**src/rtl/vfb_cfg_seq.sv**
```systemverilog
// vfb_cfg_seq: AXI4-Lite master that programs and stops the frame-buffer read core.
// Optional macro VFB_CFG_POLL_EN adds an ap_idle status poll after the stop write.
module vfb_cfg_seq #(
    parameter logic [31:0] BASE_ADDR   = 32'h43C0_0000,
    parameter int          PIXEL_BYTES = 4,
    parameter int          TIMEOUT     = 1024
) (
    input  logic        clk,
    input  logic        resetn,
    input  logic        start,
    input  logic        stop,
    input  logic [15:0] cfg_width,
    input  logic [15:0] cfg_height,
    input  logic [15:0] cfg_stride,
    input  logic [7:0]  cfg_format,
    input  logic [31:0] cfg_plane1,
    output logic        busy,
    output logic        done,
    output logic        err,
    output logic [31:0] m_awaddr,
    output logic        m_awvalid,
    input  logic        m_awready,
    output logic [31:0] m_wdata,
    output logic [3:0]  m_wstrb,
    output logic        m_wvalid,
    input  logic        m_wready,
    input  logic [1:0]  m_bresp,
    input  logic        m_bvalid,
    output logic        m_bready,
    output logic [31:0] m_araddr,
    output logic        m_arvalid,
    input  logic        m_arready,
    input  logic [31:0] m_rdata,
    input  logic [1:0]  m_rresp,
    input  logic        m_rvalid,
    output logic        m_rready
);

    typedef enum logic [2:0] {
        S_IDLE  = 3'd0,
        S_WADDR = 3'd1,
        S_WRESP = 3'd2,
        S_NEXT  = 3'd3,
        S_RADDR = 3'd4,
        S_RDATA = 3'd5,
        S_DONE  = 3'd6,
        S_ERR   = 3'd7
    } state_t;

    localparam int             TW        = $clog2(TIMEOUT + 1);
    localparam logic [TW-1:0]  TMO_LAST  = TW'(TIMEOUT - 1);
    localparam logic [2:0]     LAST_STEP = 3'd5;
    localparam logic [31:0]    PB        = 32'(PIXEL_BYTES);

    // Register offset for each write step; step 5 is the control register.
    function automatic logic [31:0] step_offset(input logic [2:0] step);
        logic [31:0] off;
        case (step)
            3'd0:    off = 32'h0000_0010;
            3'd1:    off = 32'h0000_0018;
            3'd2:    off = 32'h0000_0020;
            3'd3:    off = 32'h0000_0028;
            3'd4:    off = 32'h0000_0030;
            default: off = 32'h0000_0000;
        endcase
        return off;
    endfunction

    state_t        r_state;
    state_t        w_state_nxt;
    logic [2:0]    r_step;
    logic [2:0]    w_step_nxt;
    logic          r_is_stop;
    logic          w_is_stop_nxt;
    logic [15:0]   r_width,  w_width_nxt;
    logic [15:0]   r_height, w_height_nxt;
    logic [31:0]   r_stride, w_stride_nxt;
    logic [7:0]    r_format, w_format_nxt;
    logic [31:0]   r_plane1, w_plane1_nxt;
    logic [TW-1:0] r_tmo_cnt;
    logic          w_accept;
    logic          w_tmo;
    logic          w_aw_ok;
    logic          w_w_ok;
    logic          w_enter_waddr;
    logic [31:0]   w_sel_data;

    logic          r_busy,    w_busy_nxt;
    logic          r_done,    w_done_nxt;
    logic          r_err,     w_err_nxt;
    logic [31:0]   r_awaddr,  w_awaddr_nxt;
    logic          r_awvalid, w_awvalid_nxt;
    logic [31:0]   r_wdata,   w_wdata_nxt;
    logic          r_wvalid,  w_wvalid_nxt;
    logic          r_bready,  w_bready_nxt;

    assign w_accept = (r_state == S_IDLE) && (start || stop);
    assign w_tmo    = (r_tmo_cnt == TMO_LAST);
    // A channel is satisfied once its valid has dropped or is being accepted now.
    assign w_aw_ok  = !r_awvalid || m_awready;
    assign w_w_ok   = !r_wvalid  || m_wready;

    // State register.
    always_ff @(posedge clk or negedge resetn) begin
        if (!resetn) begin
            r_state <= S_IDLE;
        end else begin
            r_state <= w_state_nxt;
        end
    end

    // Next-state logic.
    always_comb begin
        w_state_nxt = r_state;
        case (r_state)
            S_IDLE: begin
                if (w_accept) begin
                    w_state_nxt = S_WADDR;
                end else begin
                    w_state_nxt = S_IDLE;
                end
            end
            S_WADDR: begin
                if (w_aw_ok && w_w_ok) begin
                    w_state_nxt = S_WRESP;
                end else if (w_tmo) begin
                    w_state_nxt = S_ERR;
                end else begin
                    w_state_nxt = S_WADDR;
                end
            end
            S_WRESP: begin
                if (m_bvalid) begin
                    w_state_nxt = (m_bresp == 2'b00) ? S_NEXT : S_ERR;
                end else if (w_tmo) begin
                    w_state_nxt = S_ERR;
                end else begin
                    w_state_nxt = S_WRESP;
                end
            end
            S_NEXT: begin
                if (r_step != LAST_STEP) begin
                    w_state_nxt = S_WADDR;
                end else if (r_is_stop) begin
`ifdef VFB_CFG_POLL_EN
                    w_state_nxt = S_RADDR;
`else
                    w_state_nxt = S_DONE;
`endif
                end else begin
                    w_state_nxt = S_DONE;
                end
            end
`ifdef VFB_CFG_POLL_EN
            S_RADDR: begin
                if (m_arready) begin
                    w_state_nxt = S_RDATA;
                end else if (w_tmo) begin
                    w_state_nxt = S_ERR;
                end else begin
                    w_state_nxt = S_RADDR;
                end
            end
            S_RDATA: begin
                if (m_rvalid) begin
                    if (m_rresp != 2'b00) begin
                        w_state_nxt = S_ERR;
                    end else if (m_rdata[2]) begin
                        w_state_nxt = S_DONE;
                    end else begin
                        w_state_nxt = S_RADDR;
                    end
                end else if (w_tmo) begin
                    w_state_nxt = S_ERR;
                end else begin
                    w_state_nxt = S_RDATA;
                end
            end
`endif
            S_DONE:  w_state_nxt = S_IDLE;
            S_ERR:   w_state_nxt = S_IDLE;
            default: w_state_nxt = S_IDLE;
        endcase
    end

    // Shadow copies of the configuration and the step index; stop jumps straight to the control write.
    always_comb begin
        w_width_nxt   = r_width;
        w_height_nxt  = r_height;
        w_stride_nxt  = r_stride;
        w_format_nxt  = r_format;
        w_plane1_nxt  = r_plane1;
        w_step_nxt    = r_step;
        w_is_stop_nxt = r_is_stop;
        if (w_accept) begin
            w_width_nxt   = cfg_width;
            w_height_nxt  = cfg_height;
            w_stride_nxt  = (cfg_stride == 16'h0000) ? ({16'h0000, cfg_width} * PB)
                                                     : {16'h0000, cfg_stride};
            w_format_nxt  = cfg_format;
            w_plane1_nxt  = cfg_plane1;
            w_step_nxt    = start ? 3'd0 : LAST_STEP;
            w_is_stop_nxt = !start;
        end else if ((r_state == S_NEXT) && (r_step != LAST_STEP)) begin
            w_step_nxt = r_step + 3'd1;
        end else begin
            w_step_nxt = r_step;
        end
    end

    // Write data for the step about to be issued.
    always_comb begin
        w_sel_data = 32'h0000_0000;
        case (w_step_nxt)
            3'd0:    w_sel_data = {16'h0000, w_width_nxt};
            3'd1:    w_sel_data = {16'h0000, w_height_nxt};
            3'd2:    w_sel_data = w_stride_nxt;
            3'd3:    w_sel_data = {24'h00_0000, w_format_nxt};
            3'd4:    w_sel_data = w_plane1_nxt;
            3'd5:    w_sel_data = w_is_stop_nxt ? 32'h0000_0000 : 32'h0000_0081;
            default: w_sel_data = 32'h0000_0000;
        endcase
    end

    // Shadow, step and handshake timeout registers.
    always_ff @(posedge clk or negedge resetn) begin
        if (!resetn) begin
            r_width   <= 16'h0000;
            r_height  <= 16'h0000;
            r_stride  <= 32'h0000_0000;
            r_format  <= 8'h00;
            r_plane1  <= 32'h0000_0000;
            r_step    <= 3'd0;
            r_is_stop <= 1'b0;
            r_tmo_cnt <= '0;
        end else begin
            r_width   <= w_width_nxt;
            r_height  <= w_height_nxt;
            r_stride  <= w_stride_nxt;
            r_format  <= w_format_nxt;
            r_plane1  <= w_plane1_nxt;
            r_step    <= w_step_nxt;
            r_is_stop <= w_is_stop_nxt;
            if (w_state_nxt != r_state) begin
                r_tmo_cnt <= '0;
            end else if (!w_tmo) begin
                r_tmo_cnt <= r_tmo_cnt + {{(TW-1){1'b0}}, 1'b1};
            end else begin
                r_tmo_cnt <= r_tmo_cnt;
            end
        end
    end

    assign w_enter_waddr = (w_state_nxt == S_WADDR) && (r_state != S_WADDR);

    // Output logic, evaluated against the next state so every port is a flop.
    always_comb begin
        w_awvalid_nxt = 1'b0;
        w_wvalid_nxt  = 1'b0;
        w_awaddr_nxt  = r_awaddr;
        w_wdata_nxt   = r_wdata;
        if (w_enter_waddr) begin
            w_awvalid_nxt = 1'b1;
            w_wvalid_nxt  = 1'b1;
            w_awaddr_nxt  = BASE_ADDR + step_offset(w_step_nxt);
            w_wdata_nxt   = w_sel_data;
        end else if ((r_state == S_WADDR) && (w_state_nxt == S_WADDR)) begin
            w_awvalid_nxt = r_awvalid && !m_awready;
            w_wvalid_nxt  = r_wvalid && !m_wready;
        end else begin
            w_awvalid_nxt = 1'b0;
            w_wvalid_nxt  = 1'b0;
        end
        w_bready_nxt = (w_state_nxt == S_WRESP);
        w_done_nxt   = (w_state_nxt == S_DONE);
        w_busy_nxt   = w_state_nxt inside {S_WADDR, S_WRESP, S_NEXT, S_RADDR, S_RDATA};
        if (w_state_nxt == S_ERR) begin
            w_err_nxt = 1'b1;
        end else if (w_accept) begin
            w_err_nxt = 1'b0;
        end else begin
            w_err_nxt = r_err;
        end
    end

    // Output registers.
    always_ff @(posedge clk or negedge resetn) begin
        if (!resetn) begin
            r_busy    <= 1'b0;
            r_done    <= 1'b0;
            r_err     <= 1'b0;
            r_awaddr  <= 32'h0000_0000;
            r_awvalid <= 1'b0;
            r_wdata   <= 32'h0000_0000;
            r_wvalid  <= 1'b0;
            r_bready  <= 1'b0;
        end else begin
            r_busy    <= w_busy_nxt;
            r_done    <= w_done_nxt;
            r_err     <= w_err_nxt;
            r_awaddr  <= w_awaddr_nxt;
            r_awvalid <= w_awvalid_nxt;
            r_wdata   <= w_wdata_nxt;
            r_wvalid  <= w_wvalid_nxt;
            r_bready  <= w_bready_nxt;
        end
    end

    assign busy      = r_busy;
    assign done      = r_done;
    assign err       = r_err;
    assign m_awaddr  = r_awaddr;
    assign m_awvalid = r_awvalid;
    assign m_wdata   = r_wdata;
    assign m_wstrb   = 4'hF;
    assign m_wvalid  = r_wvalid;
    assign m_bready  = r_bready;

`ifdef VFB_CFG_POLL_EN
    logic [31:0] r_araddr;
    logic        r_arvalid;
    logic        r_rready;
    logic        w_unused_rdata;

    assign w_unused_rdata = ^{m_rdata[31:3], m_rdata[1:0]};

    // Status-poll read channel registers; the poll always targets the control register.
    always_ff @(posedge clk or negedge resetn) begin
        if (!resetn) begin
            r_araddr  <= 32'h0000_0000;
            r_arvalid <= 1'b0;
            r_rready  <= 1'b0;
        end else begin
            r_araddr  <= (w_state_nxt == S_RADDR) ? BASE_ADDR : r_araddr;
            r_arvalid <= (w_state_nxt == S_RADDR);
            r_rready  <= (w_state_nxt == S_RDATA);
        end
    end

    assign m_araddr  = r_araddr;
    assign m_arvalid = r_arvalid;
    assign m_rready  = r_rready;
`else
    logic w_unused_rd;

    assign w_unused_rd = ^{m_arready, m_rdata, m_rresp, m_rvalid};
    assign m_araddr    = 32'h0000_0000;
    assign m_arvalid   = 1'b0;
    assign m_rready    = 1'b0;
`endif

endmodule

```
**config.mk**
```make
export PLATFORM = sky130hd
export DESIGN_NAME = vfb_cfg_seq
export DESIGN_NICKNAME = d
export VERILOG_FILES = /design/src/rtl/vfb_cfg_seq.sv
export SDC_FILE = /design/constraint.sdc
export NUM_CORES = 1
export LEC_CHECK = 0
export ABC_AREA = 1
export BUFFER_PORTS_ARGS = -buffer_cell sky130_fd_sc_hd__buf_2
export CAP_MARGIN = 20
export CORE_MARGIN = 2
export CORE_UTILIZATION = 52
export DETAILED_ROUTE_END_ITERATION = 16
export PLACE_DENSITY = 0.81
export SLEW_MARGIN = 20
export SYNTH_ARGS = -nofsm -noshare
export SYNTH_HDL_FRONTEND = slang
export SYNTH_SLANG_ARGS = --single-unit
```
**constraint.sdc**
```tcl
create_clock -name clk -period 2.4 [get_ports clk]
set_input_delay 0.48 -clock clk [delete_from_list [all_inputs] [get_ports clk]]
set_output_delay 0.48 -clock clk [all_outputs]
set_load 0.02 [all_outputs]
```
## Yosys cells after proc, flatten, opt, wreduce, memory -nomap -nowiden

Cells that the tools add are included.

| storage, ports and cells | value |
|---|---|
| output and inout bits | 108 |
| flip-flop bits (word level) | 192 |
| input port bits | 133 |
| word-level logic and storage cells | 91 |

| cells by class | value |
|---|---|
| $add $sub $neg | 3 |
| reductions and logical operators | 21 |
| equal/unequal tests | 20 |
| multiplexer cells | 30 |

Operators with widths:

| operator | count |
|---|---|
| $pmux 32 s6 | 1 |
| $mux 32 | 3 |
| $add 31x32->32 const A | 1 |
| $mux 16 | 2 |
| $pmux 6 s5 | 1 |
| $mux 3 | 9 |
| $mux 11 | 2 |
| $eq 3x2->1 const B | 6 |
| $eq 3x3->1 const B | 6 |
| $mux 18 | 1 |
| $logic_not 16->1 | 1 |
| $mux 8 | 2 |
| $pmux 3 s4 | 1 |
| $add 11x1->11 const B | 1 |
| $eq 11x10->1 const B | 1 |
| $eq 3x1->1 const B | 3 |
| $mux 1 | 8 |
| $logic_and 1x1->1 | 7 |
| $logic_not 3->1 | 2 |
| $logic_not 1->1 | 5 |
| $reduce_bool 5->1 | 1 |
| $add 3x1->3 const B | 1 |
| $logic_or 1x1->1 | 3 |
| $ne 3x1->1 const B | 1 |
| other kinds (5) | 5 |

## Longest topological paths before layout

| depth | value |
|---|---|
| word-level depth | 9 |
| depth in mapped cells | 17 |

## Worst setup path before layout

OpenSTA, ideal clock, no wires.

| timing path | value |
|---|---|
| path kind | reg-to-reg |
| from | register r_step[0] |
| to | register r_wdata[6] (netlist: m_wdata[6]) |
| setup slack | 0.475 ns |
| arrival time | 1.804 ns |
| cell stages (with the launch flop) | 16 |
| path through | dfrtp_1 > ha_1 > nand2_1 > inv_1 > nor2_2 > nand2_1 > nand2_1 > nand2_2 > nand2_2 > buf_6 > nor2_8 > buf_6 > nand2_1 > nand2_1 > o21ai_1 > nand2_1 |

| on the way | value |
|---|---|
| cells in the longest elaborated chain, start to end | 6 |

RTL lines:

| item | RTL line | source |
|---|---|---|
| from (decl) | 71 | `logic [2:0] r_step;` |
| from (signal assigned) | 242 | `r_step <= w_step_nxt;` |
| parallel branches: the longest is 2 deep, another holds $add 3x1->3 | n/a |  |
| $mux 3 (*) | 204 | `end else if ((r_state == S_NEXT) && (r_step != LAST_STEP)) begin` |
| $mux 3 (*) | 195 | `if (w_accept) begin` |
| named net w_step_nxt[2] | 72 | `logic [2:0] w_step_nxt;` |
| $eq 3x3->1 (tied with other cells) | 214 | `case (w_step_nxt)` |
| $pmux 32 s6 (*) | 214 |  |
| to (signal assigned) | 303 | `r_wdata <= w_wdata_nxt;` |
| to (decl) | 93 | `logic [31:0] r_wdata, w_wdata_nxt;` |

Mark *: on every way through the listed nets, which the timed path passes.
A chain may end at the register's enable or synchronous reset.

## Worst setup path in the final report

| timing path | value |
|---|---|
| from | register r_step[0] |
| to | register r_wdata[15] (netlist: m_wdata[15]) |

The elaborated chain is that of the path after synthesis.

==> impl_metrics.toml <==
[yosys]
synth_sequential_area_ratio_pct = 51.5
postSynth.topFlopCell = "sky130_fd_sc_hd__dfrtp_1"
netlist_top_cells_area = "sky130_fd_sc_hd__dfrtp_1, sky130_fd_sc_hd__nand2_1, sky130_fd_sc_hd__buf_4"
most_used_standard_cell_by_instance_count_after_synthesis = "sky130_fd_sc_hd__nand2_1"
post_synth_most_frequent_cells = "sky130_fd_sc_hd__nand2_1, sky130_fd_sc_hd__dfrtp_1, sky130_fd_sc_hd__buf_4"
synth-warning-count = 0
synth-edff-count = 0
syn-mean-instance-area_um2 = 7.90
synthesis.area_um2 = 7960
post_synthesis_cells = 1008
portion_of_synthesized_cell_area_occupied_by_the_leading_cell_type_pct = 51.5
synth.distinct_cells = 37
synth_async_sr_flop_share_pct = 100
synth_top_cell_by_area = "sky130_fd_sc_hd__dfrtp_1"
yosys_register_bits = 164

[setup_path]
worst-setup-path-type = "reg2reg"
critPathLaunchType = "flop"
path_cells = "ha_1, nand2_2, inv_1, nor2_4, nor2_1, nor2_4, nand3_1, nor2_4, buf_12, buf_4, nand2_1, nand4_1, nand2_1, nand2_1"
critical-path-top-delay-family = "simple AND/OR/NAND/NOR gates"
crit_required_ps = 2760
critical_path.n_buffers_inverters = 3
worst-path-max-fanout = 10
max_stage_delay_on_crit_path_ps = 430
critical_path.endpoint_type = "flop"
critPathArrivalTime_ps = 2540
critical_path.slowest_cell = "sky130_fd_sc_hd__dfrtp_1"
r2r_setup_slack_ps = 220

[timing]
setup_tns_ps = 0
finalHoldViolCount = 0
timing.clock.skew_ps = 8.03
timing_max_transition_violations_final = 0
highest_achievable_clock_rate_mhz = 459
final.setup.worst_slack_ps = 219
fin_hold_ws_ps = 280
timing.final.crit_period_ps = 2180
timing.final.setup_violations = 0
period_share_pct = 90.9
rsz0062_at_grt = "false"

[clocking]
max-clock-path-buffers = 2
worst_skew_pair.late_latency_ps = 420
clk_slew_on_worst_s_h_paths_ps = 60
cts_inserted_buffers = 17
cts-htree-levels = 4
tritoncts = "built"
tritoncts_num_sinks = 164
ctsRootBufferMaster = "sky130_fd_sc_hd__clkbuf_16"

[floorplanning]
placement_rows = 45
floorplan.die.height_um = 128
core_region_area_um2 = 15100
fp.dieW_um = 128
initial_core_util_pct = 52.8
io-pin-count = 241
die-area_um2 = 16300

[grt]
grt_remaining_overflow = 0
grt_pass1_vias = 6226
global_route.usage.total_pct = 23.3
initial_antenna_violation_count = 0
grt_max_degree = 93
grt_pass1_wl_um = 29900

[power]
power.static_leakage_nw = 5.31
switchingPower_mw = 5.50
p_total_mw = 12.9
clockPowerShare_pct = 22.0
cellPowerDensity_nw_per_um2 = 1380
internal-power_mw = 7.37
fraction_of_power_spent_switching_nets_pct = 42.7
power.sequential.fraction_pct = 32.7
worst_ir_drop_vdd_uv = 620
p_comb_share_pct = 45.3

[final_layout]
finalNetCount = 1284
layout-drive-gt1-share_pct = 19.8
n_antenna_cell = 0
synthToLayoutAreaGrowth_pct = 17.2
fill_cells = 1317
fin_area_um2 = 9330

[place]
dp_slack_ps = 37.4
detailed_place.area_um2 = 8650
place.detailed.hpwl_um = 12400
buffer_ports.inserted = 142
gp_routability_congestion = 0.830

[routing]
drtAntennaViolNets = 0
route.detailed.drc = 0
detail_route.wirelength_um = 18400
drt-pass1-iter-count = 5
drtIter0Drc = 487
m1WireLength_um = 8310
detailroute.via_count = 6603
top_sig_layer = "met4"
post_drt_wl_per_cell_um = 13.6
post_drt_via_cell_ratio = 4.89
met2_wirelength_um = 8670
wl_met3_um = 1160

[flow_run]
max_cap_violations = 0

[outcome]
status = "finished, final reports clean"

[hold_path]
hp-class = "in2reg"
-- worst paths after layout --
path,start,cells past startpoint,to
max in group asynchronous,resetn,3,r_plane1[13]
min reg2reg,r_stride[24],2,r_stride[24]
max reg2reg,r_step[0],14,m_wdata[15]
min in group asynchronous,resetn,2,r_height[3]
min,cfg_plane1[28],3,r_plane1[28]
max,r_step[0],14,m_wdata[15]
-- cell usage in the layout (no fill, tap or decap), types with 12 or more instances in the layout --
master	netlist	final
sky130_fd_sc_hd__nand2_1	468	466
sky130_fd_sc_hd__dfrtp_1	164	164
sky130_fd_sc_hd__buf_2	13	141
sky130_fd_sc_hd__inv_1	63	63
sky130_fd_sc_hd__conb_1	2	62
sky130_fd_sc_hd__nor2_1	55	54
sky130_fd_sc_hd__nand3_1	45	45
sky130_fd_sc_hd__o21ai_0	34	34
sky130_fd_sc_hd__clkbuf_16	0	17
sky130_fd_sc_hd__buf_4	68	12
-- state kept, by name, indices dropped and copies added, names as in the netlist --
register,cells
r_stride,32
m_wvalid,1
done,1
m_awaddr,4
r_state,3
r_is_stop,1
busy,1
m_wdata,32
r_tmo_cnt,11
r_step,3
r_plane1,32
m_bready,1
r_width,16
m_awvalid,1
r_height,16
r_format,8
err,1
-- routing by layer --
layer	vias up	track usage [%]
li1	3258	-
met1	3095	32.1
met2	231	37.5
met3	19	4.92
met4	0	7.24
met5	-	0
-- tightest hold or removal path, stage by stage --
cell                      delay [ps]
sky130_fd_sc_hd__buf_2            80
sky130_fd_sc_hd__nand2_1          40
sky130_fd_sc_hd__nand2_1          60
-- layout make-up --
class | count | area (um2) | share of cell area (%)
Sequential cell | 164 | 4100 | 44.0
Clock buffer | 19 | 433 | 4.64
Inverter | 66 | 248 | 2.66
Multi-Input combinational cell | 737 | 3180 | 34.1
Timing Repair Buffer | 162 | 948 | 10.2
Tap cell | 188 | 235 | 2.52
Clock inverter | 13 | 181 | 1.94
-- stage by stage --
stage,util (%),cells
after global placement,57.4,1314
after CTS,61.5,1347
final,61.8,1349
after global routing,61.8,1349
after detailed placement,57.4,1314
after floorplan,-,1068
-- cells by family (layout without fill, tap and decap cells) --
| logic type | after synthesis | in the layout | share of synthesized area (%) |
|---|---|---|---|
| buffers and inverters | 168 | 260 | 11.8 |
| other | 2 | 62 | 0.0943 |
| AOI/OAI and AO/OA | 55 | 55 | 3.71 |
| and+or+nand+nor | 608 | 609 | 31.3 |
| DFF | 164 | 164 | 51.5 |
| xor gates and xnor gates | 4 | 4 | 0.440 |
| adders and majority gates | 3 | 3 | 0.471 |
| muxes | 4 | 4 | 0.566 |
-- power by group through the flow --
stage	Combinational (mW)	Sequential, mW	Clock, mW
floorplan	3.93	4.49	0
global placement	5.52	4.20	0
detailed placement	5.65	4.24	0
CTS	5.69	4.21	2.88
global route	6.57	4.32	3.01
finish	5.83	4.21	2.84
-- what timing repair did --
action,in CTS,in global routing
hold endpoints to repair,6,0
hold buffers,1,0
endpoints found under the setup margin,0,32
gates resized for setup,0,5
buffers inserted,0,1
Power figures use the tool's default switching activity.
